File: src/rtl/bp_lce_req_arbiter_if.sv
// LCE request bundle: two upstream request channels merged onto one outgoing link.
// slave = arbiter side, master = surrounding environment side.
interface bp_lce_req_arbiter_if #(
  parameter int unsigned header_width_p = 72,
  parameter int unsigned data_width_p   = 512
);
  logic [1:0][header_width_p-1:0] lce_req_header_i;
  logic [1:0][data_width_p-1:0]   lce_req_data_i;
  logic [1:0]                     lce_req_v_i;
  logic [1:0]                     lce_req_ready_and_o;
  logic [header_width_p-1:0]      lce_req_header_o;
  logic [data_width_p-1:0]        lce_req_data_o;
  logic                           lce_req_src_o;
  logic                           lce_req_v_o;
  logic                           lce_req_ready_and_i;

  modport slave (
    input  lce_req_header_i, lce_req_data_i, lce_req_v_i, lce_req_ready_and_i,
    output lce_req_ready_and_o, lce_req_header_o, lce_req_data_o, lce_req_src_o, lce_req_v_o
  );

  modport master (
    output lce_req_header_i, lce_req_data_i, lce_req_v_i, lce_req_ready_and_i,
    input  lce_req_ready_and_o, lce_req_header_o, lce_req_data_o, lce_req_src_o, lce_req_v_o
  );
endinterface

File: src/rtl/bp_lce_req_arbiter.sv
// Weighted round-robin merge of icache (0) and dcache (1) LCE requests into a 2-entry FIFO.
// dcache wins up to dcache_weight_p consecutive contended grants, then icache gets one.
module bp_lce_req_arbiter #(
  parameter int unsigned header_width_p  = 72,
  parameter int unsigned data_width_p    = 512,
  parameter int unsigned dcache_weight_p = 2
) (
  input logic               clk_i,
  input logic               reset_n_i,
  bp_lce_req_arbiter_if.slave bus
);
  localparam int unsigned              cnt_w_lp  = $clog2(dcache_weight_p + 1);
  localparam logic [cnt_w_lp-1:0]      weight_lp = cnt_w_lp'(dcache_weight_p);

  logic [cnt_w_lp-1:0]             r_cnt;
  logic [1:0]                      r_count;
  logic                            r_wr;
  logic                            r_rd;
  logic [1:0][header_width_p-1:0]  r_hdr;
  logic [1:0][data_width_p-1:0]    r_data;
  logic [1:0]                      r_src;

  logic       w_full;
  logic       w_empty;
  logic       w_grant0;
  logic       w_grant1;
  logic [1:0] w_ready;
  logic       w_enq;
  logic       w_enq_src;
  logic       w_deq;

  // Grant never looks at the dequeue side, so a full FIFO refuses input even while draining.
  always_comb begin
    w_full    = (r_count == 2'd2);
    w_empty   = (r_count == 2'd0);
    w_grant1  = bus.lce_req_v_i[1] & (~bus.lce_req_v_i[0] | (r_cnt < weight_lp));
    w_grant0  = bus.lce_req_v_i[0] & ~w_grant1;
    w_ready   = {w_grant1, w_grant0} & {2{reset_n_i & ~w_full}};
    w_enq     = |w_ready;
    w_enq_src = w_ready[1];
    w_deq     = ~w_empty & bus.lce_req_ready_and_i;
  end

  assign bus.lce_req_ready_and_o = w_ready;
  assign bus.lce_req_v_o         = ~w_empty;
  assign bus.lce_req_header_o    = r_hdr[r_rd];
  assign bus.lce_req_data_o      = r_data[r_rd];
  assign bus.lce_req_src_o       = r_src[r_rd];

  always_ff @(posedge clk_i or negedge reset_n_i) begin
    if (!reset_n_i) begin
      r_wr    <= 1'b0;
      r_rd    <= 1'b0;
      r_count <= '0;
    end else begin
      if (w_enq) r_wr <= ~r_wr;
      if (w_deq) r_rd <= ~r_rd;
      case ({w_enq, w_deq})
        2'b10:   r_count <= r_count + 2'd1;
        2'b01:   r_count <= r_count - 2'd1;
        default: r_count <= r_count;
      endcase
    end
  end

  always_ff @(posedge clk_i or negedge reset_n_i) begin
    if (!reset_n_i) begin
      r_cnt <= '0;
    end else if (w_enq) begin
      if (w_enq_src && bus.lce_req_v_i[0])
        r_cnt <= (r_cnt == weight_lp) ? r_cnt : r_cnt + 1'b1;
      else
        r_cnt <= '0;
    end
  end

  always_ff @(posedge clk_i or negedge reset_n_i) begin
    if (!reset_n_i) begin
      r_hdr  <= '0;
      r_data <= '0;
      r_src  <= '0;
    end else if (w_enq) begin
      r_hdr[r_wr]  <= bus.lce_req_header_i[w_enq_src];
      r_data[r_wr] <= bus.lce_req_data_i[w_enq_src];
      r_src[r_wr]  <= w_enq_src;
    end
  end
endmodule

File: src/flat_wrapper.sv
// flat-port wrapper written by rule: the top's interface ports become plain ports
module bp_lce_req_arbiter_flat 
#(
  parameter int unsigned header_width_p  = 72,
  parameter int unsigned data_width_p    = 512,
  parameter int unsigned dcache_weight_p = 2
)
  (clk_i, reset_n_i, bus_lce_req_header_i, bus_lce_req_data_i, bus_lce_req_v_i, bus_lce_req_ready_and_i, bus_lce_req_ready_and_o, bus_lce_req_header_o, bus_lce_req_data_o, bus_lce_req_src_o, bus_lce_req_v_o);
  bp_lce_req_arbiter_if #(.header_width_p(header_width_p), .data_width_p(data_width_p)) bus_i ();
  input logic clk_i;
  input logic reset_n_i;
  input wire logic [$bits(bus_i.lce_req_header_i)-1:0] bus_lce_req_header_i;
  input wire logic [$bits(bus_i.lce_req_data_i)-1:0] bus_lce_req_data_i;
  input wire logic [$bits(bus_i.lce_req_v_i)-1:0] bus_lce_req_v_i;
  input wire logic [$bits(bus_i.lce_req_ready_and_i)-1:0] bus_lce_req_ready_and_i;
  output wire logic [$bits(bus_i.lce_req_ready_and_o)-1:0] bus_lce_req_ready_and_o;
  output wire logic [$bits(bus_i.lce_req_header_o)-1:0] bus_lce_req_header_o;
  output wire logic [$bits(bus_i.lce_req_data_o)-1:0] bus_lce_req_data_o;
  output wire logic [$bits(bus_i.lce_req_src_o)-1:0] bus_lce_req_src_o;
  output wire logic [$bits(bus_i.lce_req_v_o)-1:0] bus_lce_req_v_o;
  assign bus_i.lce_req_header_i = bus_lce_req_header_i;
  assign bus_i.lce_req_data_i = bus_lce_req_data_i;
  assign bus_i.lce_req_v_i = bus_lce_req_v_i;
  assign bus_i.lce_req_ready_and_i = bus_lce_req_ready_and_i;
  assign bus_lce_req_ready_and_o = bus_i.lce_req_ready_and_o;
  assign bus_lce_req_header_o = bus_i.lce_req_header_o;
  assign bus_lce_req_data_o = bus_i.lce_req_data_o;
  assign bus_lce_req_src_o = bus_i.lce_req_src_o;
  assign bus_lce_req_v_o = bus_i.lce_req_v_o;
  bp_lce_req_arbiter #(.header_width_p(header_width_p), .data_width_p(data_width_p), .dcache_weight_p(dcache_weight_p)) u_core (.clk_i(clk_i), .reset_n_i(reset_n_i), .bus(bus_i));
endmodule
File: config.mk
export PLATFORM = sky130hd
export DESIGN_NAME = bp_lce_req_arbiter_flat
export DESIGN_NICKNAME = d
export VERILOG_FILES = /design/src/rtl/bp_lce_req_arbiter_if.sv /design/src/rtl/bp_lce_req_arbiter.sv /design/src/flat_wrapper.sv
export SDC_FILE = /design/constraint.sdc
export NUM_CORES = 2
export LEC_CHECK = 0
export BUFFER_PORTS_ARGS = -buffer_cell sky130_fd_sc_hd__buf_2
export CAP_MARGIN = 0
export CORE_AREA = 2 2 676 678
export CTS_CLUSTER_DIAMETER = 40
export DETAILED_ROUTE_END_ITERATION = 12
export DIE_AREA = 0 0 678 680
export GPL_TIMING_DRIVEN = 0
export PLACE_DENSITY = 0.41
export RECOVER_POWER = 100
export SYNTH_ARGS = -nofsm -noshare
export SYNTH_HDL_FRONTEND = slang
export SYNTH_SLANG_ARGS = --single-unit
File: constraint.sdc
create_clock -name clk_i -period 1.8 [get_ports clk_i]
set_input_delay 0.27 -clock clk_i [delete_from_list [all_inputs] [get_ports clk_i]]
set_output_delay 0.27 -clock clk_i [all_outputs]
set_load 0.005 [all_outputs]
======== After elaboration in Yosys (flattened, before gate mapping) ========
Index checks and enable logic that the tools add are counted.
operators by class
  add/subtract/negate cells ............... 3
  $lt $le $gt $ge ......................... 5
  equal/unequal tests ..................... 5
  mux-type cells .......................... 22
  bitwise gates (word level) .............. 12
  reductions and logical operators ........ 6
operators with widths
  operator                                              number
  2-to-1 mux 512 bit                                    5
  bitwise mux 1024 bit                                  1
  demux 512 bit (select 1 bit)                          1
  2-to-1 mux 72 bit                                     5
  bitwise mux 144 bit                                   1
  demux 72 bit (select 1 bit)                           1
  equality test 2 bit (second input constant)           3
  < comparator 1 x 2 -> 1 bit (second input constant)   3
  inverter 1 bit                                        6
  adder 2 x 1 -> 2 bit (second input constant)          2
  bitwise AND 1 bit                                     4
  2-to-1 mux 2 bit                                      2
  case mux 2 bit (2 select lines)                       1
  2-to-1 mux 1 bit                                      3
  bitwise AND 2 bit                                     1
  bitwise mux 2 bit                                     1
  equality test 2 x 1 -> 1 bit (second input constant)  1
  logical AND 1 bit                                     2
  zero test 2 bit                                       1
  < comparator 2 bit (second input constant)            1
  inequality test 2 bit (second input constant)         1
  AND reduction 2 bit                                   1
  nonzero test 2 bit                                    1
  OR reduction 2 bit                                    1
  other kinds (4)                                       4
word-level totals
  register bits after elaboration ......... 1176
  input bits .............................. 1173
  output and inout port bits .............. 588

======== Longest topological paths before layout ========
  word-level depth ........................ 9
  mapped depth ............................ 9

======== Least setup slack after synthesis ========
No wires, ideal clock.
  kind .................................... register -> register
  start point ............................. register u_core.r_count[0]
  end point ............................... register u_core.r_count[1]
  setup time .............................. 0.079 ns
  arrival time ............................ 1.772 ns
  required time ........................... 1.721 ns
  path slack .............................. -0.052 ns
  cell stages (with the launch flop) ...... 9
  path buffers ............................ 3
  path through ............................ dfrtp_1 > nand2b_1 > buf_4 > buf_4 > buf_2 > o211ai_1 > ha_1 > nor2_1 > xor2_1
between the ends
  word-level cells in the longest chain between the ends .. 7
  elaborated cells between the ends (all ways) .. 14
RTL lines
  element                                                                       line                      text
  start: declaration                                                            bp_lce_req_arbiter.sv:16  logic [1:0] r_count;
  start signal: assignment                                                      bp_lce_req_arbiter.sv:59  2'b10: r_count <= r_count + 2'd1;
  start signal: assignment                                                      bp_lce_req_arbiter.sv:60  2'b01: r_count <= r_count - 2'd1;
  start signal: assignment                                                      bp_lce_req_arbiter.sv:61  default: r_count <= r_count;
  equality test 2 bit                                                           bp_lce_req_arbiter.sv:34  w_full = (r_count == 2'd2);
  inverter 1 bit                                                                bp_lce_req_arbiter.sv:38  w_ready = {w_grant1, w_grant0} & {2{reset_n_i & ~w_full}};
  bitwise AND 1 bit                                                             bp_lce_req_arbiter.sv:38
  bitwise AND 2 bit                                                             bp_lce_req_arbiter.sv:38
  OR reduction 2 bit                                                            bp_lce_req_arbiter.sv:39  w_enq = |w_ready;
  equality test 2 x 1 -> 1 bit / equality test 2 bit (equally long branches)    bp_lce_req_arbiter.sv:58  case ({w_enq, w_deq})
  case mux 2 bit (2 select lines) / nonzero test 2 bit (equally long branches)  --
Several ways; a longest one is shown, not always the timed one.
A chain may end at the register's enable or synchronous reset.

======== Worst setup path in the final report ========
  start point ............................. register u_core.r_count[1]
  end point ............................... output bus_lce_req_ready_and_o[0]
between the ends
  word-level cells in the longest chain between the ends .. 4
RTL lines
  element              line                      text
  equality test 2 bit  bp_lce_req_arbiter.sv:34
  inverter 1 bit       bp_lce_req_arbiter.sv:38
  bitwise AND 1 bit    bp_lce_req_arbiter.sv:38
  bitwise AND 2 bit    bp_lce_req_arbiter.sv:38
  end: declaration     flat_wrapper.sv:16        output wire logic [$bits(bus_i.lce_req_ready_and_o)-1:0] bus_lce_req_ready_and_o;
Every way passes these cells.

==> results.md <==
- Status: complete, but fails checks
- Violations in the final reports: negative setup slack
- Slew Limit Fails: 0
- Hold crit path type: in2reg
- Multi-input gate area in the final layout: 0.0358 sq mm
- Final hold slack: 0.0660 ns
- Cell depth of the worst min-delay path: 4
- Final #Nets: between 10000 and 15000
- Final-report hold violation count: 0
- Placed standard-cell area: about 0.085 sq mm
- Maximum number of buffers from clock root to sink: 4
- First-pass GRT wire length: a little under 800 mm
- Number of synthesized flops with an enable pin: 0
- Sinks on the clock net: 1176
- Number of optimization iterations in the first detailed-route pass: 7
- Antenna Violating Nets Remaining: 0
- Max_cap viols: 0
- Critical Path AT: ~2.8 ns
- Overflow left after global routing: 0
- Critical-path cell list: nor2b_4, buf_12, buf_16, buf_16, buf_12, nor2_4, and3_4, buf_6
- CTS clk-pin slew, worst paths: roughly 0.050 ns
- Core ar.: around 0.45 sq mm
- Die span in x: between 600 and 700 um
- Number of fill cells: between 40000 and 50000
- Initial core utilization: 15.0%
- Vias in the first global route: ~84000
- Remaining max-slew budget at the tightest pin: a little over 5%
- Summed area of non-filler cells in the final layout: 0.117 sq mm
- Clock network latency to the later pin of the worst-skew pair: just under 1 ns
- Starting DRC count in detailed routing: 8463
- Register Area: roughly 0.03 sq mm
- Half-perimeter wire length of the detailed placement result: 457 mm
- Routed via count divided by cell count: between 5 and 6
- Time the worst path needs with I/O delays and setup: a little over 3 ns
- Slowest stage cell, crit path: sky130_fd_sc_hd__dfrtp_2
- Worst-case vdd ir drop: about 0.78 mV
- Cell Area, Synth: between 0.06 and 0.07 sq mm
- Worst-margin pin slew: between 1 and 1.5 ns
- Delay of the slowest cell on the worst path: 0.42 ns
- Pin count of the biggest net entering global routing: around 140
- Synthesis-stage register bit count: ~1200
- FFs w/ async S/R, synth: 100%
- Most used DFF post-synth: sky130_fd_sc_hd__dfrtp_1
- Static leakage: about 0.046 uW
- Gate count after technology mapping: around 7000
- Final Worst Setup Slack: -1.29 ns
- RSZ-0062 raised after global routing: yes
- Post-synthesis average cell area: 9.72 sq um
- Count of unresolved DRC violations after routing: 0
- Number of endpoints failing setup at the final stage: 2186
- Total Die Area: around 0.46 sq mm
- Via count: around 85000
- Type of destination of the critical path: output pin
- Final clock period utilization by the worst path: 172%
- Initial antenna violation count: between 150 and 200
- Startpoint class of the critical path: register
- Aggregate routed wire length: between 500 and 600 mm
- Post-Syn Nets: 8166
- H-Tree Level Count: 5
- Maximum fanout along the worst path: 4
- Site row count: 248
- Synthesis-to-finish area growth: 72.3%
- Overall power after layout: ~240000 uW
- Number of unique standard cell types used by synthesis: 32
- Average wire per cell in the routed design: between 30 and 40 um
- # port buffers: 1759
- CTS buffer count: 287
- Clock skew: about 0.1 ns
- Endpoint required time on the critical path: around 1.5 ns
- Die Y: roughly 680 um
- Count of boundary I/O pins: around 1800
- Share of cells above drive strength 1: 35.1%
- Kind of critical path: reg2out
- Register area share after synthesis: ~43%
- Warning count from the yosys run: 0
- Logic depth of the worst register-to-register path: 10
- Final total negative setup slack: -1745.45 ns
- Placer Congestion: a little under 1
- Aggregate global-route resource usage: ~24%
- Clock tree from TritonCTS: done
- Clock Tree Root: sky130_fd_sc_hd__clkbuf_16
- Worst slack after detailed placement: -4.65 ns
- Cell area power density: 2050 mW/mm^2
- FMAX: 0.324 GHz
flip-flops by register name, indices dropped and copies added (netlist names):
register        cells
u_core.r_hdr      144
u_core.r_count      2
u_core.r_rd         1
u_core.r_wr         1
u_core.r_src        2
u_core.r_data    1024
u_core.r_cnt        2
kinds of logic after synthesis:
kind of cell             Yosys count  synth area share (%)
flip-flops                      1176                  43.3
buffers and inverters           1110                  7.42
adder cells (fa/ha/maj)            2                0.0368
XOR/XNOR                           5                0.0645
AND/OR/NAND/NOR                 1185                  9.82
multiplexers                     584                  9.68
AO/OA/AOI/OAI                   2929                  29.7
layout make-up:
type                    count  area share, %
plain buffers            1100           6.57
inverters                   6         0.0278
repair buffers           3147           22.2
well taps                6000           6.41
clock buffers             387           7.05
diodes                    178          0.381
clock inverters           129           1.56
flip-flops and latches   1176           25.1
multi-input cells        4705           30.6
where the power goes:
group | internal, uW | switching, uW
Sequential | 39900 | 7530
Clock | 36800 | 18800
Combinational | 55100 | 82000
Total | 132000 | 108000
routing by layer:
layer / track usage (%) / up-vias / share of wire [%]
li1: - / 35900 / -
met1: 29.5 / 43100 / 38
met2: 37.1 / 4940 / 43
met3: 7.85 / 1326 / 10
met4: 16.2 / 76 / 8.6
met5: 0 / - / 0.10
through the flow:
| step | utilization [%] | instances |
|---|---|---|
| 2_1_floorplan | - | 6991 |
| 3_3_place_gp | 18.6 | 14800 |
| 3_5_place_dp | 18.6 | 14800 |
| 4_1_cts | 24.6 | 16600 |
| 5_1_grt | 25.7 | 16800 |
| 6_report | 25.8 | 16800 |
repair_timing:
item / CTS / global route
pin swaps: 71 / 13
hold buffers: 1193 / 3
resized for setup: 998 / 1180
setup buffers: 61 / 58
setup endpoints to repair: 2066 / 1990
hold endpoints to repair: 1785 / 64
gates cloned: 22 / 41
critical path: cells and delay by family, from the launching register on:
family	cells	cell delay, ns
buffers and inverters	5	0.74
AND/OR/NAND/NOR	3	0.59
flip-flops	1	0.42
cells in the mapped netlist (2+ instances only):
cell type | instances | share of area, %
sky130_fd_sc_hd__a31oi_1 | 2337 | 22
sky130_fd_sc_hd__dfrtp_1 | 1176 | 43
sky130_fd_sc_hd__clkbuf_1 | 776 | 4.3
sky130_fd_sc_hd__nand2_1 | 585 | 3.2
sky130_fd_sc_hd__mux2_2 | 584 | 9.7
sky130_fd_sc_hd__or4_1 | 584 | 6.5
sky130_fd_sc_hd__o41ai_1 | 536 | 6.9
sky130_fd_sc_hd__buf_2 | 225 | 1.7
sky130_fd_sc_hd__buf_6 | 73 | 1.2
sky130_fd_sc_hd__o41ai_2 | 48 | 1.1
sky130_fd_sc_hd__buf_1 | 18 | 0.099
sky130_fd_sc_hd__buf_4 | 12 | 0.13
sky130_fd_sc_hd__inv_1 | 4 | 0.022
sky130_fd_sc_hd__and2_1 | 3 | 0.028
sky130_fd_sc_hd__and3_1 | 3 | 0.028
sky130_fd_sc_hd__nor2_1 | 3 | 0.017
sky130_fd_sc_hd__o2bb2ai_1 | 3 | 0.039
sky130_fd_sc_hd__xnor2_1 | 3 | 0.039
sky130_fd_sc_hd__ha_1 | 2 | 0.037
sky130_fd_sc_hd__inv_2 | 2 | 0.011
sky130_fd_sc_hd__nand2b_1 | 2 | 0.018
sky130_fd_sc_hd__xor2_1 | 2 | 0.026
cell usage in the layout (no fill, tap or decap), drive strengths merged, types with 8 or more instances in the layout:
cell	synthesis	final
a31oi	2337	2337
buf	328	2255
clkbuf	776	1188
dlygate4sd3	0	1181
dfrtp	1176	1176
nand2	585	585
or4	584	584
o41ai	584	584
mux2	584	584
diode	0	178
clkinv	0	53
bufinv	0	33
clkinvlp	0	29
inv	6	20
clkdlybuf4s25	0	8
path summary, 6_finish.rpt:
kind / from / to / slack (ns)
hold reg to reg: u_core.r_src[0] / u_core.r_src[0] / 0.51
max in group asynchronous: reset_n_i / u_core.r_data[751] / -0.54
setup reg to reg: u_core.r_count[1] / u_core.r_hdr[44] / -1.12
min in group asynchronous: reset_n_i / u_core.r_data[943] / 0.21
setup / recovery: u_core.r_count[1] / bus_lce_req_ready_and_o[0] / -1.29
hold / removal: bus_lce_req_data_i[728] / u_core.r_data[728] / 0.07
(Power assumes the default switching activity.)
